File: config.mk
export PLATFORM = sky130hd
export DESIGN_NAME = pci_cfg_space
export DESIGN_NICKNAME = d
export VERILOG_FILES = /design/src/rtl/pci_pkg.sv /design/src/rtl/pci_cfg_space.sv
export SDC_FILE = /design/constraint.sdc
export NUM_CORES = 1
export LEC_CHECK = 0
export CAP_MARGIN = 5
export CORE_MARGIN = 1
export CORE_UTILIZATION = 57
export DETAILED_ROUTE_END_ITERATION = 6
export DONT_BUFFER_PORTS = 1
export PLACE_DENSITY = 0.79
export SYNTH_ARGS = -nofsm -noshare
export SYNTH_HDL_FRONTEND = slang
export SYNTH_SLANG_ARGS = --single-unit
File: constraint.sdc
create_clock -name clk -period 1.88 [get_ports clk]
set_input_delay 0.47 -clock clk [delete_from_list [all_inputs] [get_ports clk]]
set_output_delay 0.47 -clock clk [all_outputs]
set_load 0.05 [all_outputs]
File: src/rtl/pci_pkg.sv
// Shared definitions for the PCI configuration space block: register offsets,
// Command bit positions, access FSM states and the byte-lane write merge.
package pci_pkg;

  typedef enum logic [1:0] {
    IDLE   = 2'd0,
    ACCESS = 2'd1,
    HOLD   = 2'd2
  } cfg_state_e;

  localparam logic [5:0] OFF_ID        = 6'd0;
  localparam logic [5:0] OFF_CMD_STS   = 6'd1;
  localparam logic [5:0] OFF_CLASS_REV = 6'd2;
  localparam logic [5:0] OFF_MISC      = 6'd3;
  localparam logic [5:0] OFF_BAR0      = 6'd4;
  localparam logic [5:0] OFF_SUBSYS    = 6'd11;
  localparam logic [5:0] OFF_CAP_PTR   = 6'd13;
  localparam logic [5:0] OFF_INT       = 6'd15;
  localparam logic [5:0] OFF_MSI_CTRL  = 6'd16;
  localparam logic [5:0] OFF_MSI_ADDR  = 6'd17;
  localparam logic [5:0] OFF_MSI_DATA  = 6'd18;

  localparam int CMD_MEM_EN   = 1;
  localparam int CMD_BM_EN    = 2;
  localparam int CMD_PERR_RSP = 6;
  localparam int CMD_SERR_EN  = 8;
  localparam int CMD_INT_DIS  = 10;

  localparam logic [15:0] CMD_RW_MASK = 16'h0546;

  // Replace bits of old_val with new_val only where the byte lane is enabled
  // (active-low be) and the bit is writable.
  function automatic logic [31:0] be_merge(input logic [31:0] old_val,
                                           input logic [31:0] new_val,
                                           input logic [3:0]  be,
                                           input logic [31:0] wmask);
    logic [31:0] res;
    res = old_val;
    for (int b = 0; b < 4; b++) begin
      if (!be[b]) begin
        for (int i = 0; i < 8; i++) begin
          if (wmask[8*b+i]) res[8*b+i] = new_val[8*b+i];
        end
      end
    end
    return res;
  endfunction

endpackage

File: src/rtl/pci_cfg_space.sv
// PCI type-0 configuration space: ID/class registers, Command/Status,
// BAR0, interrupt line and an optional MSI capability (PCI_CFG_MSI_EN).
// Accesses run through a three-state handshake FSM; register mirrors are
// driven straight from the storage flops.
module pci_cfg_space
  import pci_pkg::*;
#(
  parameter logic [15:0] VENDOR_ID      = 16'h1234,
  parameter logic [15:0] DEVICE_ID      = 16'h11E8,
  parameter logic [31:0] CLASS_REV      = 32'h00FF0010,
  parameter int          BAR0_SIZE_LOG2 = 20
) (
  input  logic        clk,
  input  logic        rst,
  input  logic        cfg_enable,
  input  logic        cfg_iswrite,
  input  logic [5:0]  cfg_offset,
  input  logic [31:0] cfg_write_val,
  input  logic [3:0]  cfg_be,
  output logic [31:0] cfg_read_val,
  output logic        cfg_done,
  output logic        cfg_w_err,
  input  logic        parity_error_detected,
  output logic        parity_error_response_reg,
  output logic        serr_enable_reg,
  output logic        mem_space_en,
  output logic        bus_master_en,
  output logic        int_disable,
  output logic [31:0] bar0_base,
  output logic        msi_enable,
  output logic [31:0] msi_addr,
  output logic [15:0] msi_data
);

`ifdef PCI_CFG_MSI_EN
  localparam bit MSI_ON = 1'b1;
`else
  localparam bit MSI_ON = 1'b0;
`endif

  localparam logic [31:0] BAR0_MASK = ~((32'd1 << BAR0_SIZE_LOG2) - 32'd1);

  cfg_state_e  state;
  logic        req_iswrite_p0;
  logic [5:0]  req_offset_p0;
  logic [3:0]  req_be_p0;
  logic [31:0] req_wval_p0;

  logic [15:0] cmd_q;
  logic        perr_q;
  logic [7:0]  cls_q;
  logic [7:0]  lat_q;
  logic [31:0] bar0_q;
  logic [7:0]  int_line_q;
  logic        msi_en_q;
  logic [31:0] msi_addr_q;
  logic [15:0] msi_data_q;

  logic [31:0] wmask;
  logic [31:0] rd_val;
  logic [31:0] merged;
  logic        wr_err;
  logic        do_write;
  logic        w1c_hit;

  // Writable-bit mask of the latched offset; zero means the offset is read-only.
  always_comb begin
    wmask = 32'h0;
    case (req_offset_p0)
      OFF_CMD_STS:  wmask = {16'h8000, CMD_RW_MASK};
      OFF_MISC:     wmask = 32'h0000_FFFF;
      OFF_BAR0:     wmask = BAR0_MASK;
      OFF_INT:      wmask = 32'h0000_00FF;
      OFF_MSI_CTRL: wmask = MSI_ON ? 32'h0001_0000 : 32'h0;
      OFF_MSI_ADDR: wmask = MSI_ON ? 32'hFFFF_FFFC : 32'h0;
      OFF_MSI_DATA: wmask = MSI_ON ? 32'h0000_FFFF : 32'h0;
      default:      wmask = 32'h0;
    endcase
  end

  // Read mux over the latched offset; unmapped offsets return zero.
  always_comb begin
    rd_val = 32'h0;
    case (req_offset_p0)
      OFF_ID, OFF_SUBSYS: rd_val = {DEVICE_ID, VENDOR_ID};
      OFF_CMD_STS:        rd_val = {perr_q, 10'd0, MSI_ON, 4'd0, cmd_q};
      OFF_CLASS_REV:      rd_val = CLASS_REV;
      OFF_MISC:           rd_val = {16'h0, lat_q, cls_q};
      OFF_BAR0:           rd_val = bar0_q;
      OFF_CAP_PTR:        rd_val = {24'h0, (MSI_ON ? 8'h40 : 8'h00)};
      OFF_INT:            rd_val = {16'h0, 8'h01, int_line_q};
      OFF_MSI_CTRL:       rd_val = MSI_ON ? {15'h0, msi_en_q, 8'h00, 8'h05} : 32'h0;
      OFF_MSI_ADDR:       rd_val = MSI_ON ? msi_addr_q : 32'h0;
      OFF_MSI_DATA:       rd_val = MSI_ON ? {16'h0, msi_data_q} : 32'h0;
      default:            rd_val = 32'h0;
    endcase
  end

  assign wr_err   = req_iswrite_p0 && (wmask == 32'h0) && (req_be_p0 != 4'hF);
  assign do_write = (state == ACCESS) && req_iswrite_p0 && !wr_err;
  assign merged   = be_merge(rd_val, req_wval_p0, req_be_p0, wmask);
  assign w1c_hit  = do_write && (req_offset_p0 == OFF_CMD_STS) &&
                    !req_be_p0[3] && req_wval_p0[31];

  // Access handshake: latch request, service it, hold done until enable drops.
  always_ff @(posedge clk or negedge rst) begin
    if (!rst) begin
      state          <= IDLE;
      req_iswrite_p0 <= 1'b0;
      req_offset_p0  <= 6'd0;
      req_be_p0      <= 4'hF;
      req_wval_p0    <= 32'h0;
      cfg_done       <= 1'b0;
      cfg_read_val   <= 32'h0;
      cfg_w_err      <= 1'b0;
    end else begin
      case (state)
        IDLE: begin
          if (cfg_enable) begin
            req_iswrite_p0 <= cfg_iswrite;
            req_offset_p0  <= cfg_offset;
            req_be_p0      <= cfg_be;
            req_wval_p0    <= cfg_write_val;
            state          <= ACCESS;
          end
        end
        ACCESS: begin
          cfg_done     <= 1'b1;
          cfg_read_val <= req_iswrite_p0 ? 32'h0 : rd_val;
          cfg_w_err    <= wr_err;
          state        <= HOLD;
        end
        HOLD: begin
          if (!cfg_enable) begin
            cfg_done     <= 1'b0;
            cfg_read_val <= 32'h0;
            cfg_w_err    <= 1'b0;
            state        <= IDLE;
          end
        end
        default: state <= IDLE;
      endcase
    end
  end

  // Writable register storage, updated on the ACCESS edge of an accepted write.
  always_ff @(posedge clk or negedge rst) begin
    if (!rst) begin
      cmd_q      <= 16'h0;
      cls_q      <= 8'h0;
      lat_q      <= 8'h0;
      bar0_q     <= 32'h0;
      int_line_q <= 8'h0;
      msi_en_q   <= 1'b0;
      msi_addr_q <= 32'h0;
      msi_data_q <= 16'h0;
    end else if (do_write) begin
      case (req_offset_p0)
        OFF_CMD_STS:  cmd_q <= merged[15:0];
        OFF_MISC: begin
          cls_q <= merged[7:0];
          lat_q <= merged[15:8];
        end
        OFF_BAR0:     bar0_q     <= merged;
        OFF_INT:      int_line_q <= merged[7:0];
        OFF_MSI_CTRL: msi_en_q   <= merged[16];
        OFF_MSI_ADDR: msi_addr_q <= merged;
        OFF_MSI_DATA: msi_data_q <= merged[15:0];
        default: ;
      endcase
    end
  end

  // Detected-parity-error status: a new error outranks a simultaneous clear.
  always_ff @(posedge clk or negedge rst) begin
    if (!rst)                       perr_q <= 1'b0;
    else if (parity_error_detected) perr_q <= 1'b1;
    else if (w1c_hit)               perr_q <= 1'b0;
  end

  assign mem_space_en              = cmd_q[CMD_MEM_EN];
  assign bus_master_en             = cmd_q[CMD_BM_EN];
  assign parity_error_response_reg = cmd_q[CMD_PERR_RSP];
  assign serr_enable_reg           = cmd_q[CMD_SERR_EN];
  assign int_disable               = cmd_q[CMD_INT_DIS];
  assign bar0_base                 = bar0_q;
  assign msi_enable                = MSI_ON ? msi_en_q : 1'b0;
  assign msi_addr                  = MSI_ON ? msi_addr_q : 32'h0;
  assign msi_data                  = MSI_ON ? msi_data_q : 16'h0;

endmodule

==> results.md <==
## Critical path
- **crit path launch type** flip-flop
- **nature of the critical path endpoint** flip-flop
- **start-to-end type of the worst setup path** flip-flop to flip-flop
- **cell chain of the critical path** or3b_4 -> nor2_4 -> buf_4 -> a221oi_2 -> a311oi_1 -> a21o_1
- **Worst Setup SP** req_offset_p0[4]$_DFFE_PN0P_
- **required time of the worst setup path** 2230 ps
- **Worst R2R End** cls_q[5]$_DFFE_PN0P_
- **Reg-to-Reg Start** req_offset_p0[4]$_DFFE_PN0P_
- **setup slack of the worst register-to-register path** -9 ps
- **Worst Path Arrival** 2240 ps
- **delay of the slowest cell on the worst path** 460 ps
- **Worst path slowest cell** sky130_fd_sc_hd__dfrtp_2
- **Reg2Reg Depth** 6
- **critical-path maximum fanout** 6

## Clocking
- **CTS clock-pin slew for the worst setup and hold paths** 60 ps
- **number of buffers on the longest clock path** 2
- **Skew-Pair Late Insertion Delay** 420 ps
- **CTS tree** done
- **htree depth** 4
- **root buffer cell** sky130_fd_sc_hd__clkbuf_16
- **number of CTS-inserted buffers** 17
- **number of clock sinks seen by CTS** 148

## Cells and area
- **number of inserted filler cells in the final layout** 772
- **most common library cell in the layout ignoring fill and taps** sky130_fd_sc_hd__dfrtp_1
- **non-filler cells, final** 722
- **layout overhead on the synthesized area** 12.4%
- **antenna fix cells** 0
- **Core Util, Final** 66.5%
- **commonest non-fill, non-tap cells in the layout** 139 x sky130_fd_sc_hd__dfrtp_1, 57 x sky130_fd_sc_hd__mux2_2, 49 x sky130_fd_sc_hd__conb_1, 44 x sky130_fd_sc_hd__nand2_1, 44 x sky130_fd_sc_hd__buf_4
- **net count of the finished layout** 616
- **layout cells sized above 1** 29.0%

## Routing
- **drt first pass iters** 5
- **wire length reported by the detailed router** 14,200 µm
- **DRC violation total after the first TritonRoute iteration** 265
- **Post-DRT Antenna Nets** 0
- **average wire per cell in the routed design** 19.7 µm
- **overall via count from detail_route** 4,158
- **via-per-instance ratio** 5.76
- **total DRC errors in the routed layout** 0

## Yosys
- **fraction of synthesized cell area in xor and xnor cells** 0%
- **number of distinct library cells after synthesis** 52
- **dominant combinational cell family by area after synthesis** multiplexers
- **multiplexer share of the synthesized area** 12.0%
- **leading area contributor after synthesis** sky130_fd_sc_hd__dfrtp_1
- **Area contributors post-synth** sky130_fd_sc_hd__dfrtp_1 55%, sky130_fd_sc_hd__mux2_2 9.9%, sky130_fd_sc_hd__buf_4 6.0%
- **post-synthesis area per instance** 11.6 µm²
- **flip-flop and latch count after synthesis** 148
- **cell count after synthesis** 560
- **simple-gate area share of the yosys netlist** 9.51%
- **share of the synthesized area in compound gates (AO/OA/AOI/OAI)** 11.7%
- **Post-Synth Adder-Cell Area** 0%
- **asr flop ratio synth** 100%
- **sequential-to-total area share from yosys stat** 57.1%
- **number of synthesized flops with an enable pin** 0
- **Yosys top cell area share** 55.4%
- **area of the mapped netlist** 0.00650 mm²
- **commonest register cell after synthesis** sky130_fd_sc_hd__dfrtp_1
- **number of synthesis warnings** 0

## Global route
- **via count of the first global-routing pass** 4,171
- **Total GRT Usage** 25.7%
- **wire length of the first global-routing pass** 22,300 µm
- **overflow left after global routing** 0
- **number of antenna violations at the first check in global routing** 0
- **pin count of the biggest net entering global routing** 149

## Place
- **dpl cells** 686
- **half-perimeter wire length after detailed placement** 9780 µm
- **routability congestion estimate** 0.859
- **Placement Setup Slack** -25.5 ps
- **I/O Buffers** 0

## Outcome
- **violations in the final reports** negative hold slack, negative setup slack
- **outcome** finished, violations left

## Timing
- **number of failing hold endpoints at the final stage** 148
- **slew margin rel.** 61.0%
- **Slew Limit Fails** 0
- **count of final setup violators** 1
- **worst-case clock skew** 6.71 ps
- **Final min period** 1890 ps
- **Period Utilization, post-route** 100%
- **tightest hold margin** -257 ps
- **Max Fclk** 0.529 GHz
- **slew at the pin closest to its max-slew limit** 585 ps
- **final setup margin** -8.97 ps

## Min path
- **HP Class** input pin to async pin

## Power and ir drop
- **total leakage power** 0.00341 µW
- **Power Dens Cells** 1440 mW/mm²
- **Total Power Consumption** 10,500 µW
- **worst vdd ir** 0.653 mV

## Die
- **Die H** 109 µm
- **die area** 0.0118 mm²
- **effective utilization at floorplan** 59.2%
- **I/O Pins** 167
- **width of the die** 109 µm
- **Core Rows** 38
- **area of the placeable core** 0.0110 mm²

## Flow run
- **Max Cap Viol** 0

-- cells in the mapped netlist (3+ instances only) --
cell and number:
sky130_fd_sc_hd__o21ai_0 26, sky130_fd_sc_hd__nor2_1 27, sky130_fd_sc_hd__buf_2 10, sky130_fd_sc_hd__a21oi_1 22, sky130_fd_sc_hd__nand2_1 44, sky130_fd_sc_hd__and2_1 3
sky130_fd_sc_hd__inv_1 4, sky130_fd_sc_hd__o31ai_1 7, sky130_fd_sc_hd__dfrtp_1 144, sky130_fd_sc_hd__a22o_1 16, sky130_fd_sc_hd__dfstp_2 4, sky130_fd_sc_hd__nor3_1 11
sky130_fd_sc_hd__nor2b_1 4, sky130_fd_sc_hd__nand2b_1 4, sky130_fd_sc_hd__a21o_1 7, sky130_fd_sc_hd__clkbuf_1 42, sky130_fd_sc_hd__o22ai_1 4, sky130_fd_sc_hd__buf_4 52
sky130_fd_sc_hd__a211oi_1 3, sky130_fd_sc_hd__a221oi_1 5, sky130_fd_sc_hd__o2bb2ai_1 7, sky130_fd_sc_hd__mux2_2 57, sky130_fd_sc_hd__a22oi_1 5, sky130_fd_sc_hd__mux2i_1 14
-- cells by family after synthesis --
kind of cell,Yosys count
muxes,71
other,1
DFF,148
AOI/OAI and AO/OA,111
buffers and inverters,109
and+or+nand+nor,120
-- how the worst max path moves through the flow --
stage                           endpoint  slack, ps  cells after the start
2_1_floorplan  bar0_base[24]$_DFFE_PN0P_         60                      7
3_3_place_gp   int_line_q[6]$_DFFE_PN0P_         40                      5
3_5_place_dp        cmd_q[2]$_DFFE_PN0P_        -30                      6
4_1_cts             cmd_q[2]$_DFFE_PN0P_         10                      6
5_1_grt             cls_q[5]$_DFFE_PN0P_        -70                      6
6_report            cls_q[5]$_DFFE_PN0P_         -9                      6
-- sequential cells by signal (all words and copies together) (netlist names), 2 cells and up --
register / flops
bar0_base: 32
cfg_read_val: 32
cls_q: 8
cmd_q: 16
int_line_q: 8
lat_q: 8
req_be_p0: 4
req_offset_p0: 6
req_wval_p0: 28
state: 2
-- repair_timing --
| action | in CTS | in global routing |
|---|---|---|
| resized for setup | 5 | 17 |
| endpoints found under the setup margin | 17 | 38 |
| buffers inserted | 3 | 1 |
| hold endpoints to repair | 148 | 148 |
| pin swaps | 2 | 3 |
-- critical path, delay by kind of cell (launching register included) --
family	cells	cell delay [ps]
and+or+nand+nor	2	620
AOI/OAI and AO/OA	3	600
DFF	1	460
buffers and inverters	1	140
-- where the power goes --
group	internal [µW]	switching, µW
combinational	1080	1290
clock	2150	1250
sequential	3790	944
-- through the flow --
stage          instance area, µm²  setup TNS [ps]
2_1_floorplan                6680               0
3_3_place_gp                 6590               0
3_5_place_dp                 6590           -45.5
4_1_cts                      7230               0
5_1_grt                      7310           -81.0
6_report                     7310           -8.97
-- cell type report --
| cell class | count | area [µm²] | area share (%) |
|---|---|---|---|
| well taps | 140 | 175 | 2.40 |
| repair buffers | 47 | 382 | 5.22 |
| inverters | 4 | 15.0 | 0.205 |
| flip-flops and latches | 148 | 3710 | 50.8 |
| clock buffers | 22 | 464 | 6.35 |
| clock inverters | 10 | 134 | 1.83 |
| multi-input cells | 351 | 2420 | 33.2 |
-- per-layer routing --
layer	vias up	wire length, µm	track usage, %
met5	-	0	0
met4	0	401	12.8
met3	35	1170	8.55
met2	194	7100	40.7
met1	2058	5570	31.5
li1	1871	-	-
Power figures use the tool's default switching activity.
